--- src/rtl/conv_pkg.sv ---
// conv_pkg: shared sizes, default kernel, FSM states and tap addressing for the conv engine.
package conv_pkg;
    localparam int DATA_W  = 8;
    localparam int ADDR_W  = 6;
    localparam int IMG_W   = 8;
    localparam int K       = 3;
    localparam int OUT_DIM = IMG_W - K + 1;
    localparam int ACC_W   = 20;
    localparam logic [K*K*DATA_W-1:0] KERNEL_DEF = {K*K{8'h01}};

    typedef enum logic [1:0] {IDLE, LOAD, CONV, DONE} state_e;

    // Offset of kernel tap t (row-major) from the window's top-left pixel.
    function automatic logic [ADDR_W-1:0] tap_off(input logic [3:0] t);
        return ADDR_W'(t / 4'd3) * ADDR_W'(IMG_W) + ADDR_W'(t % 4'd3);
    endfunction
endpackage

--- src/rtl/ifmd_ram.sv ---
// ifmd_ram: 64x8 input feature map RAM, synchronous read (old data on collision), debug taps.
module ifmd_ram
    import conv_pkg::*;
(
    input  logic              clk,
    input  logic              we_i,
    input  logic [ADDR_W-1:0] waddr_i,
    input  logic [DATA_W-1:0] wdata_i,
    input  logic [ADDR_W-1:0] raddr_i,
    output logic [DATA_W-1:0] rdata_o,
    output logic [DATA_W-1:0] dbg0_o,
    output logic [DATA_W-1:0] dbg1_o,
    output logic [DATA_W-1:0] dbg2_o
);
    logic [DATA_W-1:0] mem_q [2**ADDR_W];

    always_ff @(posedge clk) begin
        if (we_i) mem_q[waddr_i] <= wdata_i;
        rdata_o <= mem_q[raddr_i];
    end

    assign dbg0_o = mem_q[0];
    assign dbg1_o = mem_q[1];
    assign dbg2_o = mem_q[2];
endmodule

--- src/rtl/conv_processor_core.sv ---
// conv_processor_core: load/convolve control FSM plus a 3x3 valid-padding convolution over an 8x8 image.
module conv_processor_core
    import conv_pkg::*;
#(
    parameter logic [K*K*DATA_W-1:0] KERNEL = KERNEL_DEF
) (
    input  logic              clk,
    input  logic              rst_n,
    input  logic              start_fsm,
    input  logic              write_done,
    input  logic [ADDR_W-1:0] write_addr,
    input  logic [DATA_W-1:0] IFMD_in,
    output logic              write_en,
    output logic              IFMD_write,
    output logic              conv_start,
    output logic              conv_done,
    output logic              fsm_done,
    output logic              OFMD_valid,
    output logic [ADDR_W-1:0] OFMD_addr,
    output logic [ACC_W-1:0]  OFMD_data,
    output logic [DATA_W-1:0] debug_mem0,
    output logic [DATA_W-1:0] debug_mem1,
    output logic [DATA_W-1:0] debug_mem2
);
    localparam logic [ADDR_W-1:0] LAST_N = ADDR_W'(OUT_DIM * OUT_DIM - 1);
    localparam logic [2:0]        LAST_C = 3'(OUT_DIM - 1);

    state_e state_q, state_d;
    logic   conv_start_q;

    always_comb begin
        state_d = state_q;
        case (state_q)
            IDLE: state_d = start_fsm ? LOAD : IDLE;
            LOAD: state_d = write_done ? CONV : LOAD;
            CONV: state_d = conv_done ? DONE : CONV;
            DONE: state_d = start_fsm ? DONE : IDLE;
            default: state_d = IDLE;
        endcase
    end

    always_ff @(posedge clk) begin
        if (!rst_n) begin
            state_q      <= IDLE;
            conv_start_q <= 1'b0;
        end else begin
            state_q      <= state_d;
            conv_start_q <= state_q == LOAD && state_d == CONV;
        end
    end

    assign write_en   = state_q == LOAD;
    assign IFMD_write = write_en;
    assign fsm_done   = state_q == DONE;
    assign conv_start = conv_start_q;

    // Each output takes 10 phases: phases 0..8 issue tap reads, phases 1..9 accumulate the returning pixels.
    logic                     run_q, ofmd_valid_q, conv_done_q;
    logic [3:0]               ph_q, tw;
    logic [2:0]               r_q, c_q;
    logic [ADDR_W-1:0]        n_q, ofmd_addr_q, raddr;
    logic signed [ACC_W-1:0]  acc_q, ofmd_data_q, prod, sum;
    logic [DATA_W-1:0]        rd_data;
    logic signed [DATA_W-1:0] w;
    logic [K*K*DATA_W+63:0]   kpad;

    assign raddr = {r_q, 3'b000} + ADDR_W'(c_q) + tap_off(ph_q);
    assign tw    = ph_q - 4'd1;
    assign kpad  = {64'b0, KERNEL};
    assign w     = kpad[{tw, 3'b000} +: DATA_W];
    assign prod  = ACC_W'($signed({1'b0, rd_data})) * ACC_W'(w);
    assign sum   = acc_q + prod;

    always_ff @(posedge clk) begin
        if (!rst_n) begin
            run_q        <= 1'b0;
            ph_q         <= '0;
            r_q          <= '0;
            c_q          <= '0;
            n_q          <= '0;
            acc_q        <= '0;
            ofmd_valid_q <= 1'b0;
            ofmd_addr_q  <= '0;
            ofmd_data_q  <= '0;
            conv_done_q  <= 1'b0;
        end else begin
            ofmd_valid_q <= 1'b0;
            conv_done_q  <= ofmd_valid_q && ofmd_addr_q == LAST_N;
            if (!run_q) begin
                run_q <= conv_start_q;
                ph_q  <= '0;
                r_q   <= '0;
                c_q   <= '0;
                n_q   <= '0;
                acc_q <= '0;
            end else if (ph_q == 4'd9) begin
                ph_q         <= '0;
                acc_q        <= '0;
                ofmd_valid_q <= 1'b1;
                ofmd_addr_q  <= n_q;
                ofmd_data_q  <= sum;
                n_q          <= n_q + 1'b1;
                c_q          <= c_q == LAST_C ? 3'd0 : c_q + 3'd1;
                r_q          <= c_q == LAST_C ? r_q + 3'd1 : r_q;
                run_q        <= n_q != LAST_N;
            end else begin
                ph_q  <= ph_q + 4'd1;
                acc_q <= ph_q == 4'd0 ? acc_q : sum;
            end
        end
    end

    assign OFMD_valid = ofmd_valid_q;
    assign OFMD_addr  = ofmd_addr_q;
    assign OFMD_data  = ofmd_data_q;
    assign conv_done  = conv_done_q;

    ifmd_ram u_ram (
        .clk     (clk),
        .we_i    (IFMD_write),
        .waddr_i (write_addr),
        .wdata_i (IFMD_in),
        .raddr_i (raddr),
        .rdata_o (rd_data),
        .dbg0_o  (debug_mem0),
        .dbg1_o  (debug_mem1),
        .dbg2_o  (debug_mem2)
    );
endmodule

--- config.mk ---
export PLATFORM = sky130hd
export DESIGN_NAME = conv_processor_core
export DESIGN_NICKNAME = d
export VERILOG_FILES = /design/src/rtl/conv_pkg.sv /design/src/rtl/ifmd_ram.sv /design/src/rtl/conv_processor_core.sv
export SDC_FILE = /design/constraint.sdc
export NUM_CORES = 1
export LEC_CHECK = 0
export CORE_MARGIN = 1
export CORE_UTILIZATION = 55
export CTS_CLUSTER_DIAMETER = 30
export DETAILED_ROUTE_END_ITERATION = 16
export HOLD_SLACK_MARGIN = 0.05
export PLACE_DENSITY = 0.74
export SYNTH_ARGS = -nofsm -noshare
export SYNTH_HDL_FRONTEND = slang
export SYNTH_SLANG_ARGS = --single-unit
--- constraint.sdc ---
create_clock -name clk -period 4.9 [get_ports clk]
set_input_delay 0.735 -clock clk [delete_from_list [all_inputs] [get_ports clk]]
set_output_delay 0.735 -clock clk [all_outputs]
set_load 0.01 [all_outputs]
==> impl_summary.txt <==
----------------------------------------------------
[CTS]
  Number of CTS-inserted buffers ... 107
  Skew-Pair Late Insertion Delay ... 0.63 ns
  Cell chosen for the clock root ... clkbuf_16
  Number of sinks on the clock net ... 588
  Clock tree buffer depth ... 3
  CTS tree ... built
  # H-tree levels ... 3
  Total of hold buffers inserted after clock tree synthesis ... 0
  Clock-pin slew on the worst setup and hold paths ... 0.05 ns

[Global routing]
  Global-route wire length before repair ... 87.4 mm
  Final global-route overflow total ... 0
  Number of antenna violations at the first check in global routing ... 0
  Maximum number of pins on one net before global-route repair ... 65
  Overall fraction of global-route tracks in use ... 27.0%
  Via count of the first global-routing pass ... 13900

[Cells and area]
  Post-route design area ... 29400 um^2
  Layout net count ... 1632
  Layout cells sized above 1 ... 23.8%
  Area growth syn-to-layout ... 21.9%
  Layout Cells excl Fill ... 2229
  Antenna diode count ... 0

[Routing]
  Total vias in the final route ... 13900
  Avg WL per Cell ... 26.4 um
  DRC violation total after the first TritonRoute iteration ... 1538
  Residual DRC ... 0
  Total wire length after detailed routing ... 58.9 mm
  Pre-antenna DRT Iters ... 5
  Detail Route Antenna Nets ... 0
  Via/cell ratio ... 6.24

[Power]
  Power density normalized to cell area ... 443 nW/um^2
  Leakage power figure ... 0.00978 uW
  Max VDD drop ... 0.435 mV

[Placed design]
  Half-perimeter wire length of the detailed placement result ... 35.3 mm
  Instance count after placement with tap cells included ... 2026
  Cell area reported after detailed placement ... 25600 um^2
  Placement Setup Slack ... -0.161 ns
  Count of buffers from port buffering ... 73
  RD Place Congestion ... 0.894

[Yosys]
  Post-Synthesis Net Count ... 1482
  Synthesized instance count ... 1404
  Synthesized cell area ... 24100 um^2
  Primary FF master, synth ... edfxtp_1
  Count of cell types in the netlist ... 59
  Syn_area_per_cell ... 17.2 um^2
  #FFs+latches synth ... 588
  EDFF count, synth ... 512
  Seq/Total Area, Yosys ... 70.1%
  Share of synthesized registers carrying an async set or reset ... 0%
  Yosys Warn Count ... 0

[Timing]
  Minimum period implied by the final worst setup slack ... 4.66 ns
  Final worst setup slack ... 0.235 ns
  Total Neg Setup Slack ... 0 ns
  Final count of negative-setup-slack endpoints ... 0
  Worst-Margin Slew ... 1.30 ns
  Upper clock frequency limit ... 214 MHz
  Post-route clock period utilization ... 95.2%
  Maximum clock skew at final layout ... 0.0235 ns
  Final max-slew violation count ... 0
  Slew headroom ... 13.1%
  Final-report hold violation count ... 0

[Min path]
  Path category of the worst min-delay check ... flop to flop
  Hold path cells ... 2

[Critical path]
  Worst Setup End Kind ... flop
  Worst Path Arrival ... 5.18 ns
  Critical path class ... flop to flop
  Reg2reg path depth ... 19
  Worst Setup Start Kind ... flop
  Worst Path Max Fanout ... 15
  Worst setup slack for register-to-register paths ... 0.24 ns
  Data required time at the worst endpoint ... 5.41 ns

[Floorplan]
  # rows ... 76
  Core area ... 43200 um^2
  Floorplan die height ... 211 um
  Count of pins on the block boundary ... 74
  Die extent in x ... 211 um
  Full die area ... 44700 um^2
  Effective utilization at floorplan ... 55.8%

[Flow run]
  Max-cap viol count ... 0

[Outcome]
  Result of the run ... complete, no violations

----------------------------------------------------
## through the flow
step | utilization, % | total power, uW | hold slack [ns]
after floorplan | - | 5660 | 0.436
after global placement | 59.4 | 5780 | 0.436
after detailed placement | 59.4 | 5790 | 0.442
after CTS | 67.9 | 13100 | 0.458
after global routing | 68.1 | 13300 | 0.480
final | 68.1 | 13000 | 0.452
## cells by family after synthesis
logic type,synth area share [%]
adder cells (fa/ha/maj),3.24
AO/OA/AOI/OAI,5.38
multiplexers,12.4
buffers and inverters,1.59
AND/OR/NAND/NOR,5.77
flip-flops,70.1
XOR/XNOR,1.49
## synth_stat cells (14+ instances only)
library cell | number | area [um^2]
nand3_1 | 26 | 130
xnor2_1 | 20 | 175
edfxtp_1 | 512 | 15400
mux4_2 | 128 | 2880
xor2_1 | 21 | 184
o21ai_0 | 14 | 70.1
inv_1 | 15 | 56.3
a221oi_1 | 17 | 149
dfxtp_1 | 76 | 1520
nor2_1 | 106 | 398
nand2_1 | 92 | 345
clkbuf_1 | 56 | 210
ha_1 | 56 | 701
a22o_1 | 16 | 140
a22oi_1 | 48 | 360
a21oi_1 | 48 | 240
## cells in the final DEF (no fill, tap or decap), drive strengths merged, types with 30 or more instances in the layout
cell type,instances
clkbuf,122
nand2,93
ha,56
buf,52
a21oi,49
a22oi,48
mux4,128
dfxtp,76
clkinv,42
clkdlybuf4s50,65
inv,30
edfxtp,512
nor2,106
## final cells by class
type                       instances  area, um^2
clock buffer                     121        2760
clock inverter                    78         873
fill                            2743       13800
inverter                          16        60.1
multi-input combinational        723        6930
sequential                       588       16900
tap                              585         732
timing repair buffer             118        1140
## critical path: stages, from the launching register on
cell and delay, ns:
dfxtp_1 0.33, nor2b_4 0.18, ha_2 0.23, inv_1 0.05, ha_1 0.30, nor2b_1 0.17
o22ai_1 0.14, nor3_2 0.21, mux2_2 0.36, ha_1 0.31, ha_4 0.13, inv_1 0.05
fa_2 0.62, buf_12 0.18, mux4_2 0.31, a22o_1 0.25, a221oi_2 0.37, a22oi_1 0.13
mux2i_1 0.17, a31oi_1 0.06
## power breakdown
group	internal (uW)	total (uW)	leakage [uW]	switching, uW
combinational	67.0	226	0.00281	159
clock	4770	7320	0.00176	2550
sequential	5470	5480	0.00522	10.4
total	10300	13000	0.00978	2720
## path summary, 6_finish.rpt
path / start / to
worst max-delay path: ph_q[2] / u_ram.rdata_o[1]
worst min-delay path: OFMD_valid / conv_done
worst max register to register: ph_q[2] / u_ram.rdata_o[1]
worst min register to register: OFMD_valid / conv_done
## repair_timing
action / in CTS / in global routing
gates cloned: 0 / 1
buffers inserted: 1 / 2
pin swaps: 1 / 1
setup endpoints to repair: 8 / 12
gates resized for setup: 8 / 5
## flip-flops by register name (all words and copies together) (netlist names)
register and cells:
OFMD_addr 6, OFMD_data 20, ph_q 4, state_q 2, conv_start 1, c_q 3
u_ram.mem_q 512, acc_q 20, r_q 3, OFMD_valid 1, u_ram.rdata_o 8, conv_done 1
run_q 1, n_q 6
## layer usage
metal	wire length [um]	track usage (%)	share of wire, %	vias up
li1	-	-	-	5914
met1	22900	36.0	39	7090
met2	28500	43.3	48	773
met3	5560	6.91	9.4	129
met4	1890	9.55	3.2	0
met5	0	0	0	-
No activity file was read; power rests on OpenSTA's default activity.
